===== config.mk =====
export PLATFORM = sky130hd
export DESIGN_NAME = glitch_sweep_sched
export DESIGN_NICKNAME = d
export VERILOG_FILES = /design/src/rtl/glitch_sweep_sched_pkg.sv /design/src/rtl/glitch_sweep_sched_sync2.sv /design/src/rtl/glitch_sweep_sched.sv
export SDC_FILE = /design/constraint.sdc
export NUM_CORES = 1
export LEC_CHECK = 0
export ABC_AREA = 1
export BUFFER_PORTS_ARGS = -buffer_cell sky130_fd_sc_hd__buf_2
export CORE_MARGIN = 4
export CORE_UTILIZATION = 50
export DETAILED_ROUTE_END_ITERATION = 7
export MAX_ROUTING_LAYER = met4
export PLACE_DENSITY = 0.67
export SLEW_MARGIN = 30
export SYNTH_ARGS = -nofsm -noshare
export SYNTH_HDL_FRONTEND = slang
export SYNTH_HIERARCHICAL = 1
export SYNTH_SLANG_ARGS = --single-unit

===== constraint.sdc =====
create_clock -name i_clk -period 2.2 [get_ports i_clk]
set_input_delay 0.22 -clock i_clk [delete_from_list [all_inputs] [get_ports i_clk]]
set_output_delay 0.22 -clock i_clk [all_outputs]
set_load 0.02 [all_outputs]

===== src/rtl/glitch_sweep_sched_pkg.sv =====
// glitch_sweep_sched_pkg: state encoding and default timing for the glitch sweep sequencer
package glitch_sweep_sched_pkg;
    typedef enum logic [2:0] {
        S_IDLE, S_POWER_OFF, S_BOOT, S_ARM, S_DELAY, S_GLITCH, S_OBSERVE
    } state_t;
    localparam int CLK_HZ          = 25000000;
    localparam int RESET_LEN_DEF   = 25000000;
    localparam int BOOT_LEN_DEF    = 25000000;
    localparam int OFFSET_MIN_DEF  = 0;
    localparam int OFFSET_MAX_DEF  = 255;
    localparam int OFFSET_STEP_DEF = 1;
    localparam int WIDTH_MIN_DEF   = 1;
    localparam int WIDTH_MAX_DEF   = 8;
    localparam int TRIES_DEF       = 16;
    localparam int ARM_TIMEOUT_DEF = 2500000;
    localparam int OBS_LEN_DEF     = 250000;
    function automatic int max2(input int a, input int b);
        return a > b ? a : b;
    endfunction
endpackage


===== src/rtl/glitch_sweep_sched_sync2.sv =====
// glitch_sweep_sched_sync2: 2-FF synchronizer with level and rising-edge outputs
module glitch_sweep_sched_sync2 (
    input  logic i_clk,
    input  logic i_rst,
    input  logic i_d,
    output logic o_level,
    output logic o_rise
);
    logic [2:0] r_sh;
    always_ff @(posedge i_clk) r_sh <= i_rst ? 3'b000 : {r_sh[1:0], i_d};
    assign o_level = r_sh[1];
    assign o_rise  = r_sh[1] & ~r_sh[2];
endmodule


===== src/rtl/glitch_sweep_sched.sv =====
// glitch_sweep_sched: offset x width power-glitch sweep sequencer driving the target power gate
module glitch_sweep_sched
    import glitch_sweep_sched_pkg::*;
#(
    parameter int RESET_LEN   = RESET_LEN_DEF,
    parameter int BOOT_LEN    = BOOT_LEN_DEF,
    parameter int OFFSET_MIN  = OFFSET_MIN_DEF,
    parameter int OFFSET_MAX  = OFFSET_MAX_DEF,
    parameter int OFFSET_STEP = OFFSET_STEP_DEF,
    parameter int WIDTH_MIN   = WIDTH_MIN_DEF,
    parameter int WIDTH_MAX   = WIDTH_MAX_DEF,
    parameter int TRIES       = TRIES_DEF,
    parameter int ARM_TIMEOUT = ARM_TIMEOUT_DEF,
    parameter int OBS_LEN     = OBS_LEN_DEF
) (
    input  logic        i_clk,
    input  logic        i_rst,
    input  logic        i_start,
    input  logic        i_trig,
    input  logic        i_fault,
    output logic        o_pwr,
    output logic        o_busy,
    output logic        o_done,
    output logic        o_hit,
    output logic [15:0] o_hit_offset,
    output logic [7:0]  o_hit_width,
    output logic        o_led1,
    output logic        o_led2,
    output logic        o_led3,
    output logic        o_led4
);
    // the shared counter also times DELAY and GLITCH, so it must hold offset and width too
    localparam int CNT_MAX = max2(max2(max2(RESET_LEN, BOOT_LEN), max2(ARM_TIMEOUT, OBS_LEN)),
                                  max2(OFFSET_MAX, WIDTH_MAX));
    localparam int CW = $clog2(CNT_MAX + 1);
    state_t        r_state;
    logic [CW-1:0] r_cnt;
    logic [15:0]   r_offset, r_try, r_hit_offset;
    logic [7:0]    r_width, r_hit_width;
    logic          r_pwr, r_busy, r_done, r_hit;
    logic          w_trig_rise, w_fault, w_unused_trig, w_unused_fault;
    logic          w_try_last, w_width_last, w_off_last, w_sweep_last;
    logic [16:0]   w_off_next;
    glitch_sweep_sched_sync2 u_sync_trig (
        .i_clk(i_clk), .i_rst(i_rst), .i_d(i_trig), .o_level(w_unused_trig), .o_rise(w_trig_rise)
    );
    glitch_sweep_sched_sync2 u_sync_fault (
        .i_clk(i_clk), .i_rst(i_rst), .i_d(i_fault), .o_level(w_fault), .o_rise(w_unused_fault)
    );
    assign w_try_last   = (32'(r_try) + 32'd1) >= 32'(TRIES);
    assign w_width_last = r_width >= 8'(WIDTH_MAX);
    assign w_off_next   = {1'b0, r_offset} + 17'(OFFSET_STEP);
    assign w_off_last   = w_off_next > 17'(OFFSET_MAX);
    assign w_sweep_last = w_try_last & w_width_last & w_off_last;
    always_ff @(posedge i_clk) begin
        if (i_rst) begin
            r_state      <= S_IDLE;
            r_cnt        <= '0;
            r_offset     <= '0;
            r_width      <= '0;
            r_try        <= '0;
            r_pwr        <= 1'b0;
            r_busy       <= 1'b0;
            r_done       <= 1'b0;
            r_hit        <= 1'b0;
            r_hit_offset <= '0;
            r_hit_width  <= '0;
        end else begin
            r_hit <= 1'b0;
            case (r_state)
                S_IDLE: if (i_start) begin
                    r_state  <= S_POWER_OFF;
                    r_cnt    <= CW'(RESET_LEN - 1);
                    r_offset <= 16'(OFFSET_MIN);
                    r_width  <= 8'(WIDTH_MIN);
                    r_try    <= '0;
                    r_done   <= 1'b0;
                    r_busy   <= 1'b1;
                end
                S_POWER_OFF: if (r_cnt == '0) begin
                    r_state <= S_BOOT;
                    r_cnt   <= CW'(BOOT_LEN - 1);
                    r_pwr   <= 1'b1;
                end else r_cnt <= r_cnt - 1'b1;
                S_BOOT: if (r_cnt == '0) begin
                    r_state <= S_ARM;
                    r_cnt   <= CW'(ARM_TIMEOUT - 1);
                end else r_cnt <= r_cnt - 1'b1;
                S_ARM: if (w_trig_rise) begin
                    r_state <= (r_offset == '0) ? S_GLITCH : S_DELAY;
                    r_cnt   <= (r_offset == '0) ? CW'(r_width - 8'd1) : CW'(r_offset - 16'd1);
                    r_pwr   <= r_offset != '0;
                end else if (r_cnt == '0) begin
                    r_state <= S_POWER_OFF;
                    r_cnt   <= CW'(RESET_LEN - 1);
                    r_pwr   <= 1'b0;
                end else r_cnt <= r_cnt - 1'b1;
                S_DELAY: if (r_cnt == '0) begin
                    r_state <= S_GLITCH;
                    r_cnt   <= CW'(r_width - 8'd1);
                    r_pwr   <= 1'b0;
                end else r_cnt <= r_cnt - 1'b1;
                S_GLITCH: if (r_cnt == '0) begin
                    r_state <= S_OBSERVE;
                    r_cnt   <= CW'(OBS_LEN - 1);
                    r_pwr   <= 1'b1;
                end else r_cnt <= r_cnt - 1'b1;
                S_OBSERVE: if (w_fault || r_cnt == '0) begin
                    r_hit <= w_fault;
                    if (w_fault) begin
                        r_hit_offset <= r_offset;
                        r_hit_width  <= r_width;
                    end
                    r_try    <= w_try_last ? '0 : r_try + 16'd1;
                    r_width  <= !w_try_last ? r_width : (w_width_last ? 8'(WIDTH_MIN) : r_width + 8'd1);
                    r_offset <= (w_try_last && w_width_last) ? w_off_next[15:0] : r_offset;
                    r_state  <= w_sweep_last ? S_IDLE : (w_fault ? S_POWER_OFF : S_ARM);
                    r_cnt    <= w_fault ? CW'(RESET_LEN - 1) : CW'(ARM_TIMEOUT - 1);
                    r_pwr    <= !w_sweep_last && !w_fault;
                    r_done   <= w_sweep_last;
                    r_busy   <= !w_sweep_last;
                end else r_cnt <= r_cnt - 1'b1;
                default: r_state <= S_IDLE;
            endcase
        end
    end
    assign o_pwr        = r_pwr;
    assign o_busy       = r_busy;
    assign o_done       = r_done;
    assign o_hit        = r_hit;
    assign o_hit_offset = r_hit_offset;
    assign o_hit_width  = r_hit_width;
    assign o_led1       = r_state == S_POWER_OFF;
    assign o_led2       = r_state == S_BOOT;
    assign o_led3       = r_state == S_ARM;
    assign o_led4       = r_done;
endmodule


==> impl_metrics.py <==
metrics = {
    "timing": {
        "fin_skew_ns": 0.0130,
        "grt_setup_unrepaired": "true",
        "fin_hold_ws_ns": 0.0704,
        "hold_viol": 0,
        "fin_crit_ns": 2.20,
        "setup_viol": 0,
        "finalMaxSlewViolations": 0,
        "worst_slew_margin_rel_pct": 56.7,
        "worst_pin_slew_ns": 0.649,
        "clock.fmax_mhz": 455,
        "post-route-period-util_pct": 99.9,
    },
    "flow_run": {
        "maxCapViolCount": 0,
    },
    "placed_design": {
        "hpwl_um": 13300,
        "place.port_buffers": 36,
        "globalplace.congestion": 0.967,
    },
    "worst_setup_path": {
        "crit_path_cell_trace": "ha_4, nand2_4, nor2_4, nand2_2, nor2_2, nand3_1, nand3_1, nor2_1, nand2_1, nand2_1, nand2_2, nand2_4, nor2_4, clkbuf_16, o21ai_2, nand2_1, nor2_1",
        "cpMostUsedCell": "nand2_1",
        "end_kind": "register",
        "critical_path.top_delay_family": "simple AND/OR/NAND/NOR gates",
        "path_buf_inv": 1,
        "worstPathRequired_ns": 2.46,
        "crit_fanout": 8,
        "crit_type": "register to register",
        "arrival_ns": 2.45,
        "startpoint_type": "register",
        "slowest_delay_ns": 0.36,
        "cpMaxStageDelayCell": "dfxtp_2",
    },
    "power_and_ir_drop": {
        "peakVddDrop_mv": 0.914,
        "cellPowerDensity_nw_per_um2": 1370,
        "power_leakage_nw": 3.73,
    },
    "routing": {
        "wl_met2_um": 8750,
        "wl_met1_um": 8350,
        "highest_layer": "met4",
        "wl_met3_um": 1000,
        "drcViolationCount": 0,
        "wirelength_um": 18600,
        "num_vias": 6696,
        "dr.pass1.iters": 5,
        "drt_iter0_markers": 481,
        "drtAntennaViolNets": 0,
        "route.detailed.wl_per_inst_um": 14.7,
        "viasPerCell": 5.30,
    },
    "clock_network": {
        "htree_levels": 3,
        "clockRootBuffer": "clkbuf_16",
        "cts.sinks": 101,
        "cts_made_buffers": 9,
        "cts_buffer_depth": 2,
        "clkLatencyLatePin_ns": 0.36,
        "cts_tree": "built",
        "path_clk_slew_ns": 0.07,
        "postCtsHoldBufs": 0,
    },
    "grt": {
        "antenna_found_initial": 0,
        "grt_max_degree": 61,
        "grt_pass1_vias": 6138,
        "grt.total_usage_pct": 25.6,
        "grt_pass1_wl_um": 29300,
        "gr-total-overflow": 0,
    },
    "floorplan": {
        "rows": 40,
        "coreArea_um2": 12200,
        "io_pins": 37,
        "die_x_um": 121,
        "die-area_um2": 14600,
        "start_util_pct": 52.0,
        "die_h_um": 121,
    },
    "run_status": {
        "status": "finished clean",
    },
    "logic_synthesis": {
        "synth_nets": 1005,
        "syn_area_um2": 6360,
        "netlist_instances": 990,
        "ys_warn_count": 6,
        "avgSynthCellArea_um2": 6.42,
    },
    "layout": {
        "nets": 1105,
        "area_growth_pct": 23.7,
        "final_common_cell": "nand2_1",
        "layout_common_cells": "nand2_1 (195), nor2_1 (136), inv_1 (111)",
        "n_antenna_cell": 0,
        "fillers": 1161,
        "final_util_pct": 64.4,
        "layout-drive-gt1-share_pct": 21.8,
    },
    "worst_hold_path": {
        "worstHoldPathType": "input port to register",
    },
}
## final timing paths
path,start,end,slack (ns),cells past startpoint
max reg2reg,r_try[1]$_SDFFE_PP0P_,r_offset[2]$_SDFFE_PP0P_,0.002,17
max,r_try[1]$_SDFFE_PP0P_,r_offset[2]$_SDFFE_PP0P_,0.002,17
min reg2reg,u_sync_trig/r_sh[0]$_SDFF_PP0_,u_sync_trig/r_sh[1]$_SDFF_PP0_,0.41,2
min,i_fault,u_sync_fault/r_sh[0]$_SDFF_PP0_,0.07,3
## layout make-up
cell class	count	area (um^2)	share of cell area (%)
multi-input combinational	737	3980	50.5
tap	168	210	2.67
clock buffer	12	246	3.13
inverter	123	462	5.87
clock inverter	4	56.3	0.716
sequential	101	2040	26.0
timing repair buffer	118	871	11.1
## sequential cells by signal, summed over array words and instances (netlist names)
| name | flops |
|---|---|
| r_state | 3 |
| u_sync_trig/r_sh | 3 |
| o_pwr | 1 |
| o_done | 1 |
| r_width | 8 |
| o_hit | 1 |
| o_hit_width | 8 |
| r_try | 16 |
| o_busy | 1 |
| o_hit_offset | 16 |
| r_cnt | 25 |
| u_sync_fault/r_sh | 2 |
| r_offset | 16 |
## metal layers
layer	global-route usage, %	up-vias
li1	-	3419
met1	32.6	3052
met2	40.4	185
met3	5.47	40
met4	8.71	0
met5	-	-
## report_power, final
part | internal, W | leakage (nW) | switching (W)
Combinational | 0.00256 | 2.75 | 0.00386
Sequential | 0.00222 | 0.830 | 0.000492
Clock | 0.000923 | 0.147 | 0.000719
## tightest hold or removal path: cells and delay by family
kind | cells | cell delay (ns)
buf+inv | 2 | 0.10
simple gates | 1 | 0.06
## per-stage QoR
stage / TNS, ns / cell area [um^2] / power [W] / cells / setup WS [ns]
2_1_floorplan: 0 / 6360 / 0.00650 / 990 / 0.196
3_3_place_gp: 0 / 7130 / 0.00828 / 1230 / 0.0281
3_5_place_dp: 0 / 7130 / 0.00829 / 1230 / 0.0234
4_1_cts: 0 / 7430 / 0.00997 / 1246 / 0.00435
5_1_grt: -3.76 / 7860 / 0.0117 / 1263 / -0.252
6_report: 0 / 7860 / 0.0108 / 1263 / 0.00194
## repair_timing
action,4_1_cts,5_1_grt
gates resized for setup,0,79
setup endpoints to repair,0,51
buffers inserted,0,13
(Power assumes the default switching activity.)
